===== config.mk =====
export PLATFORM = sky130hd
export DESIGN_NAME = key_event_ctrl_flat
export DESIGN_NICKNAME = d
export VERILOG_FILES = /design/src/rtl/key_pkg.sv /design/src/rtl/key_event_ctrl_if.sv /design/src/rtl/ms_tick_gen.sv /design/src/rtl/key_event_ctrl.sv /design/src/flat_wrapper.sv
export SDC_FILE = /design/constraint.sdc
export NUM_CORES = 1
export LEC_CHECK = 0
export ABC_CLOCK_PERIOD_IN_PS = 3600
export BUFFER_PORTS_ARGS = -buffer_cell sky130_fd_sc_hd__buf_4
export CAP_MARGIN = 20
export CORE_MARGIN = 2
export CORE_UTILIZATION = 43
export DETAILED_ROUTE_END_ITERATION = 12
export GPL_ROUTABILITY_DRIVEN = 1
export GPL_TIMING_DRIVEN = 0
export PLACE_DENSITY = 0.56
export SKIP_CTS_REPAIR_TIMING = 1
export SYNTH_ARGS = -nofsm -noshare
export SYNTH_HDL_FRONTEND = slang
export SYNTH_SLANG_ARGS = --single-unit

===== constraint.sdc =====
create_clock -name sys_clk -period 3.6 [get_ports sys_clk]
set_clock_uncertainty 0.2 [all_clocks]
set_input_delay 0.36 -clock sys_clk [delete_from_list [all_inputs] [get_ports sys_clk]]
set_output_delay 0.36 -clock sys_clk [all_outputs]
set_load 0.005 [all_outputs]

===== src/rtl/key_pkg.sv =====
// Shared types and helpers for the key event classifier and its ms timebase.
package key_pkg;

    typedef enum logic [2:0] {
        IDLE,
        PRESSED1,
        WAIT2,
        PRESSED2,
        LONG_HOLD
    } key_state_e;

    localparam logic KEY_PRESSED = 1'b0;

    // Bit positions inside the registered pulse vector.
    localparam int P_SHORT  = 0;
    localparam int P_DOUBLE = 1;
    localparam int P_LONG   = 2;
    localparam int P_REPEAT = 3;
    localparam int P_NUM    = 4;

    function automatic int cycles_per_ms(input int clk_freq);
        return clk_freq / 1000;
    endfunction

    function automatic int max3(input int a, input int b, input int c);
        int m;
        m = (a > b) ? a : b;
        return (m > c) ? m : c;
    endfunction

endpackage


===== src/rtl/key_event_ctrl_if.sv =====
// Key input (from debouncer) and event outputs (to application) of one key.
interface key_event_ctrl_if;
    logic key_flag;
    logic key_value;
    logic short_pulse;
    logic double_pulse;
    logic long_pulse;
    logic repeat_pulse;
    logic key_hold;

    modport master (
        output key_flag, key_value,
        input  short_pulse, double_pulse, long_pulse, repeat_pulse, key_hold
    );

    modport slave (
        input  key_flag, key_value,
        output short_pulse, double_pulse, long_pulse, repeat_pulse, key_hold
    );
endinterface


===== src/rtl/ms_tick_gen.sv =====
// Free-running 1 ms prescaler; tick is high in the last cycle of each ms.
module ms_tick_gen
    import key_pkg::*;
#(
    parameter int CLK_FREQ = 50_000_000
) (
    input  logic sys_clk,
    input  logic sys_rst_n,
    output logic tick
);
    localparam int CPM = cycles_per_ms(CLK_FREQ);
    localparam int PW  = (CPM > 1) ? $clog2(CPM) : 1;
    localparam logic [PW-1:0] PRESC_MAX = PW'(CPM - 1);

    logic [PW-1:0] presc_q;
    logic [PW-1:0] presc_d;

    always_comb begin
        presc_d = presc_q + 1'b1;
        if (presc_q == PRESC_MAX) begin
            presc_d = '0;
        end
    end

    always_ff @(posedge sys_clk or negedge sys_rst_n) begin
        if (!sys_rst_n) begin
            presc_q <= '0;
        end else begin
            presc_q <= presc_d;
        end
    end

    assign tick = (presc_q == PRESC_MAX);

endmodule


===== src/rtl/key_event_ctrl.sv =====
// Turns debounced key press/release events into short, double, long and
// auto-repeat pulses, timed in milliseconds from a free-running tick.
module key_event_ctrl
    import key_pkg::*;
#(
    parameter int CLK_FREQ  = 50_000_000,
    parameter int LONG_MS   = 1000,
    parameter int DCLICK_MS = 300,
    parameter int REPEAT_MS = 200
) (
    input  logic             sys_clk,
    input  logic             sys_rst_n,
    key_event_ctrl_if.slave  kif
);
    localparam int CNT_W = $clog2(max3(LONG_MS, DCLICK_MS, REPEAT_MS)) + 1;
    localparam logic [CNT_W-1:0] CNT_MAX     = '1;
    localparam logic [CNT_W-1:0] LONG_LAST   = CNT_W'(LONG_MS - 1);
    localparam logic [CNT_W-1:0] DCLICK_LAST = CNT_W'(DCLICK_MS - 1);
    localparam logic [CNT_W-1:0] REPEAT_LAST = CNT_W'(REPEAT_MS - 1);

    logic             tick;
    key_state_e       state_q, state_d;
    logic [CNT_W-1:0] ms_cnt_q, ms_cnt_d;
    logic [P_NUM-1:0] pulse_q, pulse_d;
    logic             hold_q, hold_d;
    logic             press, release_ev, restart;

    ms_tick_gen #(
        .CLK_FREQ (CLK_FREQ)
    ) u_tick (
        .sys_clk   (sys_clk),
        .sys_rst_n (sys_rst_n),
        .tick      (tick)
    );

    assign press      = kif.key_flag && (kif.key_value == KEY_PRESSED);
    assign release_ev = kif.key_flag && (kif.key_value != KEY_PRESSED);

    // Key events are tested before timeouts so a coincident event wins.
    always_comb begin
        state_d  = state_q;
        ms_cnt_d = ms_cnt_q;
        pulse_d  = '0;
        restart  = 1'b0;
        unique case (state_q)
            IDLE: begin
                if (press) state_d = PRESSED1;
            end
            PRESSED1: begin
                if (release_ev) begin
                    state_d = WAIT2;
                end else if (tick && ms_cnt_q == LONG_LAST) begin
                    pulse_d[P_LONG] = 1'b1;
                    state_d         = LONG_HOLD;
                end
            end
            LONG_HOLD: begin
                if (release_ev) begin
                    state_d = IDLE;
                end else if (tick && ms_cnt_q == REPEAT_LAST) begin
                    pulse_d[P_REPEAT] = 1'b1;
                    restart           = 1'b1;
                end
            end
            WAIT2: begin
                if (press) begin
                    state_d = PRESSED2;
                end else if (tick && ms_cnt_q == DCLICK_LAST) begin
                    pulse_d[P_SHORT] = 1'b1;
                    state_d          = IDLE;
                end
            end
            PRESSED2: begin
                if (release_ev) begin
                    pulse_d[P_DOUBLE] = 1'b1;
                    state_d           = IDLE;
                end
            end
            default: state_d = IDLE;
        endcase

        if (restart || (state_d != state_q)) begin
            ms_cnt_d = '0;
        end else if (tick && (ms_cnt_q != CNT_MAX)) begin
            ms_cnt_d = ms_cnt_q + 1'b1;
        end

        hold_d = (state_d == PRESSED1) || (state_d == PRESSED2) ||
                 (state_d == LONG_HOLD);
    end

    always_ff @(posedge sys_clk or negedge sys_rst_n) begin
        if (!sys_rst_n) begin
            state_q  <= IDLE;
            ms_cnt_q <= '0;
            hold_q   <= 1'b0;
        end else begin
            state_q  <= state_d;
            ms_cnt_q <= ms_cnt_d;
            hold_q   <= hold_d;
        end
    end

    for (genvar gi = 0; gi < P_NUM; gi++) begin : g_pulse
        always_ff @(posedge sys_clk or negedge sys_rst_n) begin
            if (!sys_rst_n) begin
                pulse_q[gi] <= 1'b0;
            end else begin
                pulse_q[gi] <= pulse_d[gi];
            end
        end
    end

    assign kif.short_pulse  = pulse_q[P_SHORT];
    assign kif.double_pulse = pulse_q[P_DOUBLE];
    assign kif.long_pulse   = pulse_q[P_LONG];
    assign kif.repeat_pulse = pulse_q[P_REPEAT];
    assign kif.key_hold     = hold_q;

endmodule


===== src/flat_wrapper.sv =====
// flat-port wrapper written by rule: the top's interface ports become plain ports
module key_event_ctrl_flat import key_pkg::*;
#(
    parameter int CLK_FREQ  = 50_000_000,
    parameter int LONG_MS   = 1000,
    parameter int DCLICK_MS = 300,
    parameter int REPEAT_MS = 200
)
  (sys_clk, sys_rst_n, kif_key_flag, kif_key_value, kif_short_pulse, kif_double_pulse, kif_long_pulse, kif_repeat_pulse, kif_key_hold);
  key_event_ctrl_if kif_i ();
  input  logic sys_clk;
  input  logic sys_rst_n;
  input wire logic [$bits(kif_i.key_flag)-1:0] kif_key_flag;
  input wire logic [$bits(kif_i.key_value)-1:0] kif_key_value;
  output wire logic [$bits(kif_i.short_pulse)-1:0] kif_short_pulse;
  output wire logic [$bits(kif_i.double_pulse)-1:0] kif_double_pulse;
  output wire logic [$bits(kif_i.long_pulse)-1:0] kif_long_pulse;
  output wire logic [$bits(kif_i.repeat_pulse)-1:0] kif_repeat_pulse;
  output wire logic [$bits(kif_i.key_hold)-1:0] kif_key_hold;
  assign kif_i.key_flag = kif_key_flag;
  assign kif_i.key_value = kif_key_value;
  assign kif_short_pulse = kif_i.short_pulse;
  assign kif_double_pulse = kif_i.double_pulse;
  assign kif_long_pulse = kif_i.long_pulse;
  assign kif_repeat_pulse = kif_i.repeat_pulse;
  assign kif_key_hold = kif_i.key_hold;
  key_event_ctrl #(.CLK_FREQ(CLK_FREQ), .LONG_MS(LONG_MS), .DCLICK_MS(DCLICK_MS), .REPEAT_MS(REPEAT_MS)) u_core (.sys_clk(sys_clk), .sys_rst_n(sys_rst_n), .kif(kif_i));
endmodule

## Yosys cells after proc, flatten, opt, wreduce, memory -nomap -nowiden

Cells that the tools add are included.

| storage, ports and cells | value |
|---|---|
| logic and storage cells | 57 |
| memories kept | 0 |
| bits in latches | 0 |
| output and inout bits | 5 |
| register bits after elaboration | 35 |
| input bits | 4 |
| bits in writable memories | 0 |
| bits in read-only memories | 0 |

| cells by class | value |
|---|---|
| equal/unequal tests | 13 |
| bitwise operators | 1 |
| $mul | 0 |
| shift operators | 0 |
| mux-type cells | 21 |
| $add $sub $neg | 2 |
| magnitude comparators | 0 |
| reductions and logical operators | 12 |
| div/mod/pow operators | 0 |

Operators by type and width:

| kind | number |
|---|---|
| $mux 11 | 2 |
| $mux 3 | 6 |
| $add 16x1->16 const B | 1 |
| $eq 16x16->1 const B | 1 |
| $mux 16 | 1 |
| $pmux 3 s4 | 1 |
| $add 11x1->11 const B | 1 |
| $eq 11x10->1 const B | 1 |
| $eq 11x8->1 const B | 1 |
| $eq 11x9->1 const B | 1 |
| $mux 1 | 11 |
| $ne 11x11->1 const B | 1 |
| $eq 3x2->1 const B | 3 |
| $eq 3x1->1 const B | 2 |
| $eq 3x3->1 const B | 2 |
| $logic_and 1x1->1 | 6 |
| $logic_not 3->1 | 1 |
| $logic_or 1x1->1 | 3 |
| $ne 3x3->1 | 1 |
| $reduce_bool 2->1 | 1 |
| $reduce_or 2->1 | 1 |
| $not 1->1 | 1 |

## Logic depth before layout (Yosys ltp)

Gate-level depths: netlist (run 1).

| logic depth | value |
|---|---|
| word-level depth | 8 |
| depth in mapped cells | 8 |

## Hierarchy

A second synthesis (run 1) with hierarchy kept.

| unflattened totals | value |
|---|---|
| cell total of the unflattened synthesis | 174 |
| area total of the unflattened synthesis | 1814.2 sq um |

By module, submodules not included:

| module | seq. area each (sq um) | area an instance (sq um) | cells each | times used |
|---|---|---|---|---|
| key_event_ctrl | 475.5 | 1052.3 | 107 | 1 |
| ms_tick_gen | 400.4 | 762.0 | 67 | 1 |

## Worst setup path after synthesis (run 1)

Ideal clock, no wire load.

| path | value |
|---|---|
| path kind | register to register |
| start | register u_core.ms_cnt_q[0] |
| end | register u_core.ms_cnt_q[2] |
| arrival | 1.684 ns |
| buffers on the path | 1 |
| period minus slack after synthesis | 2.003 ns |
| slack | 1.597 ns |
| cell stages (with the launch flop) | 8 |
| cell sequence | dfrtp_1 -> ha_1 -> and4b_1 -> nand4_2 -> a2111o_1 -> o311ai_2 -> buf_6 -> nor2_2 |

| on the way | value |
|---|---|
| longest elaborated chain between the ends | 8 |

RTL lines:

| what | line | text |
|---|---|---|
| from (decl) | key_event_ctrl.sv:23 | `logic [CNT_W-1:0] ms_cnt_q, ms_cnt_d;` |
| from (signal assigned) | key_event_ctrl.sv:99 | `ms_cnt_q <= ms_cnt_d;` |
| $eq 11x9->1 or $eq 11x10->1 (tied branches) | key_event_ctrl.sv:68, key_event_ctrl.sv:52 |  |
| $logic_and 1x1->1, on equally long branches | key_event_ctrl.sv:68, key_event_ctrl.sv:52 |  |
| $mux 3, on equally long branches | key_event_ctrl.sv:68, key_event_ctrl.sv:52 |  |
| $mux 3, on equally long branches | key_event_ctrl.sv:66, key_event_ctrl.sv:50 |  |
| $pmux 3 s4 | key_event_ctrl.sv:45 | `unique case (state_q)` |
| $ne 3x3->1 | key_event_ctrl.sv:82 | `if (restart \|\| (state_d != state_q)) begin` |
| $logic_or 1x1->1 | key_event_ctrl.sv:82 |  |
| $mux 11 or $reduce_bool 2->1 (tied branches) | - |  |

Parallel ways exist; a longest one is shown, timed or not. The select of a mux whose other input is x is not followed.
A chain may end at the register's enable or synchronous reset.

## Worst setup path after layout (run 1)

| path | value |
|---|---|
| start | register u_core.ms_cnt_q[0] |
| end | register u_core.ms_cnt_q[4] |

The elaborated chain is that of the path after synthesis.

==> metrics.md, run 1 <==
| Metric | Value |
|---|---|
| Status | completed |
| DRT antenna net count | 0 |
| Share of cells above drive strength 1 | 24.38% |
| Flop and latch count out of synthesis | 35 |
| Placed cell count | 244 |
| DIE AREA | 5054 um2 |
| Final Instance Count excl. Fillers | 253 |
| Site row count | 24 |
| R2R depth | 7 |
| Placer Congestion | 0.7796 |
| Worst path slowest cell | a2111o_1 |
| Die Width | 71.09 um |
| Ant diodes | 0 |
| Post-synth EDFFs | 0 |
| R2R setup slack | 1350 ps |
| Number of detailed-route iterations in the first pass | 4 |
| Slew Viols, Final | 0 |
| Setup-failing EPs final | 0 |
| Hold Crit Start | kif_key_flag |
| Pwr/cell area | 388.7 nW/um2 |
| Max cap viols | 0 |
| Critical Path Max Stage Delay | 460 ps |
| Overflow after GRT | 0 |
| Overall power | 850.6 uW |
| RSZ-0062 raised after global routing | false |
| # H-tree levels | 2 |
| Register area share after synthesis | 45.25% |
| Top_reg_cell synth | dfrtp_1 |
| WHS Path Cells | 2 |
| Starting DRT DRC Count | 111 |
| Top Ports | 9 |
| Vias in the first global route | 1445 |
| Worst r2r src | u_core.ms_cnt_q[0] |
| Clock-pin slew on the worst setup and hold paths | 70 ps |
| Area grow syn2layout | 13.06% |
| Post-Syn Area | 1936 um2 |
| Maximum VDD drop | 0.1529 mV |
| Final core utilization | 50.26% |
| TritonCTS Buffers | 5 |
| Initial Utilization | 44.45% |
| Post-synth ARST share | 100.0% |
| Crit Path Max Fanout | 10 |
| IO buf count | 8 |
| Post-Synthesis Cells | 184 |
| TritonCTS clock tree | yes |
| Critical Path RT | 3580 ps |
| Core area | 4354 um2 |
| Crit path kind | reg2reg |
| Most common cell after layout, fill and taps aside | dfrtp_1 |
| FMAX | 443.6 MHz |
| Via-to-Cell Ratio | 5.613 |
| Drt total wl | 3.808 mm |
| Fin. Hold Viols | 0 |
| Clock tree buffer depth | 2 |
| Final Cycle Share | 62.62% |
| Via Count | 1420 |
| Nets | 206 |
| Fin crit period | 2254 ps |
| Startpoint Class | register |
| Clk_lat worst skew | 280 ps |
| WP data arrival | 2230 ps |
| Worst Hold Class | in2reg |
| Synth cell types | 51 |
| Final setup TNS | 0 ps |
| Root buf cell | clkbuf_8 |
| Die Y | 71.09 um |
| Static Leak | 0.0009086 uW |
| Slew headroom | 56.48% |
| DPL Wire Length | 2.650 mm |
| WL per Instance | 15.05 um |
| Most frequent cells in the layout | dfrtp_1, nand2_1, nor2_1, xnor2_1, nand3_1 |
| First-pass GRT wire length | 6.679 mm |
| Sink Count | 35 |
| Hold Path End | u_core.state_q[0] |
| Ys Warns | 0 |
| Syn Nets | 190 |
| Avg Cell Area, Syn | 10.52 um2 |
| Pin count of the biggest net entering global routing | 36 |
| GR Util All Layers | 16.79% |
| DRC viols | 0 |
| Crit. End Element | register |
| Worst-Margin Slew | 646.8 ps |
| Initial antenna violation count | 0 |
| R2R Path End | u_core.ms_cnt_q[4] |
| CP Cell Sequence | ha_1 -> and4bb_2 -> nand4_1 -> a2111o_1 -> o311ai_2 -> buf_6 -> nor2_2 |
## synthesized netlist by cell type, drive strengths merged (7+ instances only)
| library cell | count | area (um2) |
|---|---|---|
| xor2 | 8 | 70.07 |
| a21oi | 7 | 46.30 |
| dfrtp | 35 | 875.8 |
| xnor2 | 13 | 113.9 |
| nor3 | 9 | 50.05 |
| nand4 | 8 | 56.30 |
| nor2 | 21 | 96.34 |
| nand3 | 11 | 55.05 |
| buf | 8 | 61.31 |
| nand2 | 14 | 52.55 |
## layer usage
metal	share of wire, %	global-route usage [%]	vias up	wire length (um)
met5	0	0	-	0
met2	46	26.58	30	1750
met1	50	22.82	696	1892
li1	-	-	692	-
met4	0.53	4.403	0	20
met3	3.8	4.701	2	145
## metrics by stage
step	area [um2]	setup WS, ps	hold slack, ps
after floorplan	1936	1597	-135.6
after global placement	2061	1380	132.7
after detailed placement	2061	1360	143.6
after CTS	2178	1349	-168.2
after global routing	2188	1239	170.7
final	2188	1346	172.5
## cell type report
cell class                      instances  area (um2)
Fill cell                             397        2166
Inverter                                1       3.754
Timing Repair Buffer                    9       70.07
Sequential cell                        35       875.8
Tap cell                               52       65.06
Multi-Input combinational cell        139       991.0
Buffer                                  9       65.06
Clock inverter                          2       35.03
Clock buffer                            6       82.58
## kinds of logic (layout without fill, tap and decap cells)
kind of cell / count (synthesis) / after routing / synth area share [%]
xor gates and xnor gates: 21 / 21 / 9.502
buffers and inverters: 10 / 27 / 3.555
adders and majority gates: 2 / 2 / 1.293
AOI/OAI and AO/OA: 21 / 21 / 8.792
DFF: 35 / 35 / 45.25
and+or+nand+nor: 95 / 95 / 31.61
## sequential cells by signal, indices dropped and copies added (netlist names)
name                     flops
u_core.u_tick.presc_q       16
u_core.kif.key_hold          1
u_core.kif.repeat_pulse      1
u_core.kif.long_pulse        1
u_core.kif.double_pulse      1
u_core.kif.short_pulse       1
u_core.state_q               3
u_core.ms_cnt_q             11
## power by group
part	internal, uW	switching (uW)
Combinational	35.2	45.1
Sequential	401	3.79
Clock	224	142
Total	660	191
## how the worst max path moves through the flow
stage,endpoint,startpoint
finish,u_core.ms_cnt_q[4],u_core.ms_cnt_q[0]
CTS,u_core.ms_cnt_q[4],u_core.ms_cnt_q[0]
global placement,u_core.ms_cnt_q[3],u_core.ms_cnt_q[0]
global route,u_core.ms_cnt_q[8],u_core.ms_cnt_q[0]
floorplan,u_core.ms_cnt_q[2],u_core.ms_cnt_q[0]
detailed placement,u_core.ms_cnt_q[4],u_core.ms_cnt_q[0]
## worst max-delay path, delay by kind of cell, from the launching register on
family,cells,cell delay (ps)
DFF,1,400
and+or+nand+nor,3,420
adders and majority gates,1,300
buffers and inverters,1,230
AOI/OAI and AO/OA,2,580
No activity file was read; power rests on OpenSTA's default activity.
==> run 2, diff against run 1 <==
Settings changed: ABC_CLOCK_PERIOD_IN_PS 3600 to 2300.
Clock period 3.6 ns to 2.3 ns, I/O delays scaled along.
==> run 2 against run 1 <==
Against the previous run: largest power group unchanged; global-route usage unchanged; critical path depth unchanged; sequential cell count stayed put; non-clock buffer count stayed put; largest cell class unchanged; highest routed layer unchanged; fmax rose by 2.6%; combinational power grew 57%.
==> metrics.md, run 2 (synthesized netlist as in run 1, its figures left out) <==
| Metric | Value |
|---|---|
| Max cap viols | 0 (unchanged) |
| Setup ws final | 102.1 ps (was 1346 ps) |
| Vias in the first global route | 1445 (unchanged) |
| Number of detailed-route iterations in the first pass | 4 (unchanged) |
| Fin. Hold Viols | 0 (unchanged) |
| Final core utilization | 50.37% (was 50.26%) |
| First-pass GRT wire length | 6.679 mm (unchanged) |
| Crit. End Element | register (unchanged) |
| FMAX | 455.0 MHz (was 443.6 MHz) |
| WL per Instance | 15.11 um (was 15.05 um) |
| Clock-pin slew on the worst setup and hold paths | 70 ps (about the same) |
| Worst-Margin Slew | 646.8 ps (unchanged) |
| IO buf count | 8 (unchanged) |
| Nets | 206 (unchanged) |
| Crit Path Max Fanout | 10 (unchanged) |
| Fillcell total | 398 (was 397) |
| GR Util All Layers | 16.79% (unchanged) |
| Die Width | 71.09 um (unchanged) |
| Startpoint Class | register (unchanged) |
| Critical Path RT | 2280 ps (was 3580 ps) |
| DRT antenna net count | 0 (unchanged) |
| Ant diodes | 0 (unchanged) |
| Overflow after GRT | 0 (unchanged) |
| Via-to-Cell Ratio | 5.613 (unchanged) |
| Die Y | 71.09 um (unchanged) |
| Share of cells above drive strength 1 | 24.88% (was 24.38%) |
| Clk_lat worst skew | 280 ps (about the same) |
| Setup-failing EPs final | 0 (unchanged) |
| Max reg flops | 16 (unchanged) |
| Pin count of the biggest net entering global routing | 36 (unchanged) |
| TritonCTS clock tree | yes (unchanged) |
| Pre-CTS WS | 59.81 ps (was 1360 ps) |
| Drt total wl | 3.822 mm (was 3.808 mm) |
| Pwr/cell area | 607.0 nW/um2 (was 388.7 nW/um2) |
| DPL Wire Length | 2.650 mm (unchanged) |
| Initial Utilization | 44.45% (unchanged) |
| Crit path kind | reg2reg (unchanged) |
| Fin crit period | 2198 ps (was 2254 ps) |
| Starting DRT DRC Count | 96 (was 111) |
| Slew Viols, Final | 0 (unchanged) |
| DIE AREA | 5054 um2 (unchanged) |
| DRC viols | 0 (unchanged) |
| Maximum VDD drop | 0.2393 mV (was 0.1529 mV) |
| Worst Hold Class | in2reg (unchanged) |
| Initial antenna violation count | 0 (unchanged) |
| Top Ports | 9 (unchanged) |
| Core area | 4354 um2 (unchanged) |
| Area grow syn2layout | 13.32% (was 13.06%) |
| Largest regs | u_core.u_tick.presc_q: 16 flops, u_core.ms_cnt_q: 11 flops, u_core.state_q: 3 flops (unchanged) |
| Status | completed (unchanged) |
| Site row count | 24 (unchanged) |
| Placer Congestion | 0.7796 (unchanged) |
| Root buf cell | clkbuf_8 (unchanged) |
| Most frequent cells in the layout | dfrtp_1, nand2_1, nor2_1, xnor2_1, nand3_1 (unchanged) |
| Sink Count | 35 (unchanged) |
| Final setup TNS | 0 ps (unchanged) |
| WP data arrival | 2170 ps (was 2230 ps) |
| Slew headroom | 56.48% (unchanged) |
| Final Cycle Share | 95.56% (was 62.62%) |
| TritonCTS Buffers | 5 (unchanged) |
| Clock tree buffer depth | 2 (unchanged) |
| Largest reg by FF count | u_core.u_tick.presc_q (unchanged) |
| Static Leak | 0.0009047 uW (was 0.0009086 uW) |
| RSZ-0062 raised after global routing | false (unchanged) |
| Most common cell after layout, fill and taps aside | dfrtp_1 (unchanged) |
| Via Count | 1420 (unchanged) |
| # H-tree levels | 2 (unchanged) |
-- run 2: cell types whose count changed in the layout (fill, tap and decap cells not counted), sizes merged --
cell,change
buf,-1
clkbuf,+1
-- run 2: area by class of cell --
| type | count | area, um2 | area share (%) |
|---|---|---|---|
| Inverter | 1 | 3.754 | 0.1711 |
| Clock buffer | 6 | 82.58 | 3.765 |
| Buffer | 9 | 67.56 | 3.080 |
| Multi-Input combinational cell | 139 | 993.5 | 45.29 |
| Tap cell | 52 | 65.06 | 2.966 |
| Timing Repair Buffer | 9 | 70.07 | 3.195 |
| Sequential cell | 35 | 875.8 | 39.93 |
| Clock inverter | 2 | 35.03 | 1.597 |
-- run 2: final timing paths --
kind                                           from                  endpoint  slack [ps]  depth (start not counted)
max                              u_core.ms_cnt_q[0]        u_core.ms_cnt_q[4]         100                          7
min                                    kif_key_flag         u_core.state_q[0]          40                          2
max reg2reg                      u_core.ms_cnt_q[0]        u_core.ms_cnt_q[4]         100                          7
min reg2reg                u_core.u_tick.presc_q[0]  u_core.u_tick.presc_q[0]         270                          1
max in group asynchronous                 sys_rst_n         u_core.state_q[1]        1350                          2
min in group asynchronous                 sys_rst_n        u_core.ms_cnt_q[8]         230                          2
-- run 2: report_power, final --
group	internal (uW)	leakage [uW]	switching (uW)
registers	627	0.000466	5.99
logic	55.1	0.000378	70.8
clock network	351	0.0000612	222
total	1030	0.000905	298
-- run 2: critical path, stage by stage (launching register included) --
cell      delay (ps)
dfrtp_1          410
ha_2             270
and4bb_2         240
nand4_1          110
a2111o_1         460
o311ai_2         120
buf_6            230
nor2_2            50
-- run 2: routing by layer --
layer / vias to the layer above / GRT usage [%] / routed length [um]
li1: 692 / - / -
met1: 693 / 22.82 / 1904
met2: 33 / 26.58 / 1745
met3: 2 / 4.701 / 152
met4: 0 / 4.403 / 20
met5: - / 0 / 0
-- run 2: metrics by stage --
step | power [uW] | hold slack, ps | instances | cell area, um2
5_1_grt | 1392 | 40.69 | 253 | 2193
3_5_place_dp | 770.5 | 13.61 | 244 | 2061
4_1_cts | 1351 | -298.2 | 252 | 2178
3_3_place_gp | 769.6 | 2.693 | 244 | 2061
6_report | 1331 | 42.24 | 253 | 2193
2_1_floorplan | 731.9 | -265.6 | 184 | 1936
==> run 3, diff against run 2 <==
Settings changed: CORE_ASPECT_RATIO set to 0.7, CORE_UTILIZATION 43 to 55, PLACE_DENSITY 0.56 to 0.7, REMOVE_ABC_BUFFERS set to 1.
==> run 3 against run 2 <==
Against the previous run: clock-buffer cell count up 2; sequential cell count unchanged; setup slack got worse by 21 ps; global-route usage is 5.3 points higher; design area about the same; first-iteration DRC count is 27% lower; sequential power rose by 3%; routed wire length grew 1.4%; utilization increased by 17 points; die area is 21% lower; largest power group unchanged.
==> metrics.md, run 3 (synthesized netlist as in run 1, its figures left out) <==
| Metric | Value |
|---|---|
| Worst r2r src | u_core.u_tick.presc_q[0] (was u_core.ms_cnt_q[0]) |
| Drt total wl | 3.875 mm (was 3.822 mm) |
| Largest regs | u_core.u_tick.presc_q: 16 flops, u_core.ms_cnt_q: 11 flops, u_core.state_q: 3 flops (unchanged) |
| Worst path slowest cell | o311ai_4 (was a2111o_1) |
| Root buf cell | clkbuf_8 (unchanged) |
| DRC viols | 0 (unchanged) |
| Ant diodes | 0 (unchanged) |
| WHS Path Cells | 2 (unchanged) |
| Slew headroom | 55.18% (was 56.48%) |
| Initial antenna violation count | 0 (unchanged) |
| DPL Wire Length | 2.695 mm (was 2.650 mm) |
| Area grow syn2layout | 13.25% (was 13.32%) |
| Critical Path RT | 2280 ps (about the same) |
| Starting DRT DRC Count | 70 (was 96) |
| DIE AREA | 4018 um2 (was 5054 um2) |
| IO buf count | 8 (unchanged) |
| Crit path kind | reg2reg (unchanged) |
| Via Count | 1467 (was 1420) |
| Clock-pin slew on the worst setup and hold paths | 70 ps (about the same) |
| Placer Congestion | 0.8078 (was 0.7796) |
| Fin. Hold Viols | 0 (unchanged) |
| Placed cell area | 2001 um2 (was 2061 um2) |
| Pwr/cell area | 567.7 nW/um2 (was 607.0 nW/um2) |
| Met3 GRT Util | 6.180% (was 4.701%) |
| Overflow after GRT | 0 (unchanged) |
| Die Width | 74.91 um (was 71.09 um) |
| Top delay family on crit path | simple AND/OR/NAND/NOR gates (was compound AO/OA/AOI/OAI gates) |
| CP Cell Sequence | ha_1 -> and3_2 -> and4_4 -> a221oi_2 -> o311ai_4 -> buf_6 -> nor2_2 (was ha_2 -> and4bb_2 -> nand4_1 -> a2111o_1 -> o311ai_2 -> buf_6 -> nor2_2) |
| R2R Path End | u_core.ms_cnt_q[2] (was u_core.ms_cnt_q[4]) |
| First-pass GRT wire length | 6.465 mm (was 6.679 mm) |
| Logic pwr share | 8.5% (was 9.5%) |
| # H-tree levels | 2 (unchanged) |
| DRT antenna net count | 0 (unchanged) |
| Site row count | 17 (was 24) |
| Most common cell after layout, fill and taps aside | dfrtp_1 (unchanged) |
| Placed cell count | 231 (was 244) |
| Crit. End Element | register (unchanged) |
| Overall power | 1244 uW (was 1331 uW) |
| Nets | 207 (was 206) |
| TritonCTS Buffers | 5 (unchanged) |
| Sw frac | 23.57% (was 22.41%) |
| Switching pwr | 293.4 uW (was 298.4 uW) |
| Share of cells above drive strength 1 | 25.74% (was 24.88%) |
| Maximum VDD drop | 0.4485 mV (was 0.2393 mV) |
| Reg power frac | 52.3% (was 47.6%) |
| Sink Count | 35 (unchanged) |
| Clk_lat worst skew | 290 ps (was 280 ps) |
| Pin count of the biggest net entering global routing | 36 (unchanged) |
| Top Ports | 9 (unchanged) |
| WP data arrival | 2200 ps (was 2170 ps) |
| Static Leak | 0.0009063 uW (was 0.0009047 uW) |
| Final Cycle Share | 96.47% (was 95.56%) |
| Vias in the first global route | 1378 (was 1445) |
| R2R setup slack | 80 ps (was 100 ps) |
| GR Util All Layers | 22.10% (was 16.79%) |
| Status | completed (unchanged) |
| P_int | 951.1 uW (was 1033 uW) |
| Worst-Margin Slew | 666.2 ps (was 646.8 ps) |
| R2R depth | 7 (unchanged) |
| Worst Hold Class | in2reg (unchanged) |
| Core area | 3254 um2 (was 4354 um2) |
| TritonCTS clock tree | yes (unchanged) |
| Busiest grt layer | met2 (unchanged) |
| Design area | 2192 um2 (was 2193 um2) |
| Startpoint Class | register (unchanged) |
| GR met2 Demand/Resource | 33.33% (was 26.58%) |
| FMAX | 450.7 MHz (was 455.0 MHz) |
| Die Y | 53.64 um (was 71.09 um) |
| Initial Utilization | 59.48% (was 44.45%) |
| Most frequent cells in the layout | dfrtp_1, buf_4, nand2_1, nor2_1, xnor2_1 (was dfrtp_1, nand2_1, nor2_1, xnor2_1, nand3_1) |
| Max reg flops | 16 (unchanged) |
| Clock tree buffer depth | 2 (unchanged) |
| Setup-failing EPs final | 0 (unchanged) |
| Crit Path Max Fanout | 11 (was 10) |
| Hold Path End | u_core.state_q[0] (unchanged) |
| Fin Hold WS | 58.79 ps (was 42.24 ps) |
| Fin crit period | 2219 ps (was 2198 ps) |
| Buffer and inverter count on the worst path | 1 (unchanged) |
| Slew Viols, Final | 0 (unchanged) |
| Hold Crit Start | kif_key_flag (unchanged) |
| M1 GR Usage | 30.78% (was 22.82%) |
| WL per Instance | 15.56 um (was 15.11 um) |
| Final core utilization | 67.36% (was 50.37%) |
| RSZ-0062 raised after global routing | false (unchanged) |
| Max cap viols | 0 (unchanged) |
| Largest reg by FF count | u_core.u_tick.presc_q (unchanged) |
| Critical Path Max Stage Delay | 380 ps (was 460 ps) |
| Clock power frac | 39.2% (was 43.0%) |
| Final Instance Count excl. Fillers | 249 (was 253) |
| Via-to-Cell Ratio | 5.892 (was 5.613) |
| Number of detailed-route iterations in the first pass | 4 (unchanged) |
==> run 3: per-layer routing <==
layer / share of wire [%] / vias to the layer above
met5: 0 / -
met4: 1.1 / 0
met3: 5.5 / 5
met2: 43 / 42
met1: 51 / 726
li1: - / 694
==> run 3: power by group through the flow <==
stage          sequential [uW]  combinational (uW)  clock (uW)
2_1_floorplan              657                52.6           0
3_3_place_gp               661                81.8           0
3_5_place_dp               662                90.4           0
4_1_cts                    649                90.8         501
5_1_grt                    652                 116         530
6_report                   651                 106         488
==> run 3: stage by stage <==
stage | setup TNS (ps) | worst slack (ps)
2_1_floorplan | -191.2 | -36.33
3_3_place_gp | -4225 | -413.4
3_5_place_dp | -3892 | -437.2
4_1_cts | -4082 | -454.0
5_1_grt | 0 | 7.466
6_report | 0 | 81.15
==> run 3: worst max path at each step <==
stage,end,cells after the start,start,slack (ps)
3_3_place_gp,u_core.ms_cnt_q[1],6,u_core.ms_cnt_q[0],-410
2_1_floorplan,u_core.ms_cnt_q[1],6,u_core.ms_cnt_q[0],-40
3_5_place_dp,u_core.ms_cnt_q[2],7,u_core.u_tick.presc_q[0],-440
5_1_grt,u_core.ms_cnt_q[2],7,u_core.u_tick.presc_q[0],7
4_1_cts,u_core.ms_cnt_q[2],7,u_core.u_tick.presc_q[0],-450
6_report,u_core.ms_cnt_q[2],7,u_core.u_tick.presc_q[0],80
==> run 3: layout make-up <==
type | instances | area, um2
clock buffer | 8 | 100.1
fill | 264 | 1062
inverter | 1 | 3.754
tap | 47 | 58.81
multi-input combinational | 139 | 1005
timing repair buffer | 19 | 148.9
sequential | 35 | 875.8
==> run 3: worst reg2reg max path: stages (launching register included) <==
cell and delay, ps:
dfrtp_1 370, ha_1 190, and3_2 270, and4_4 350, a221oi_2 110, o311ai_4 380
buf_6 190, nor2_2 50
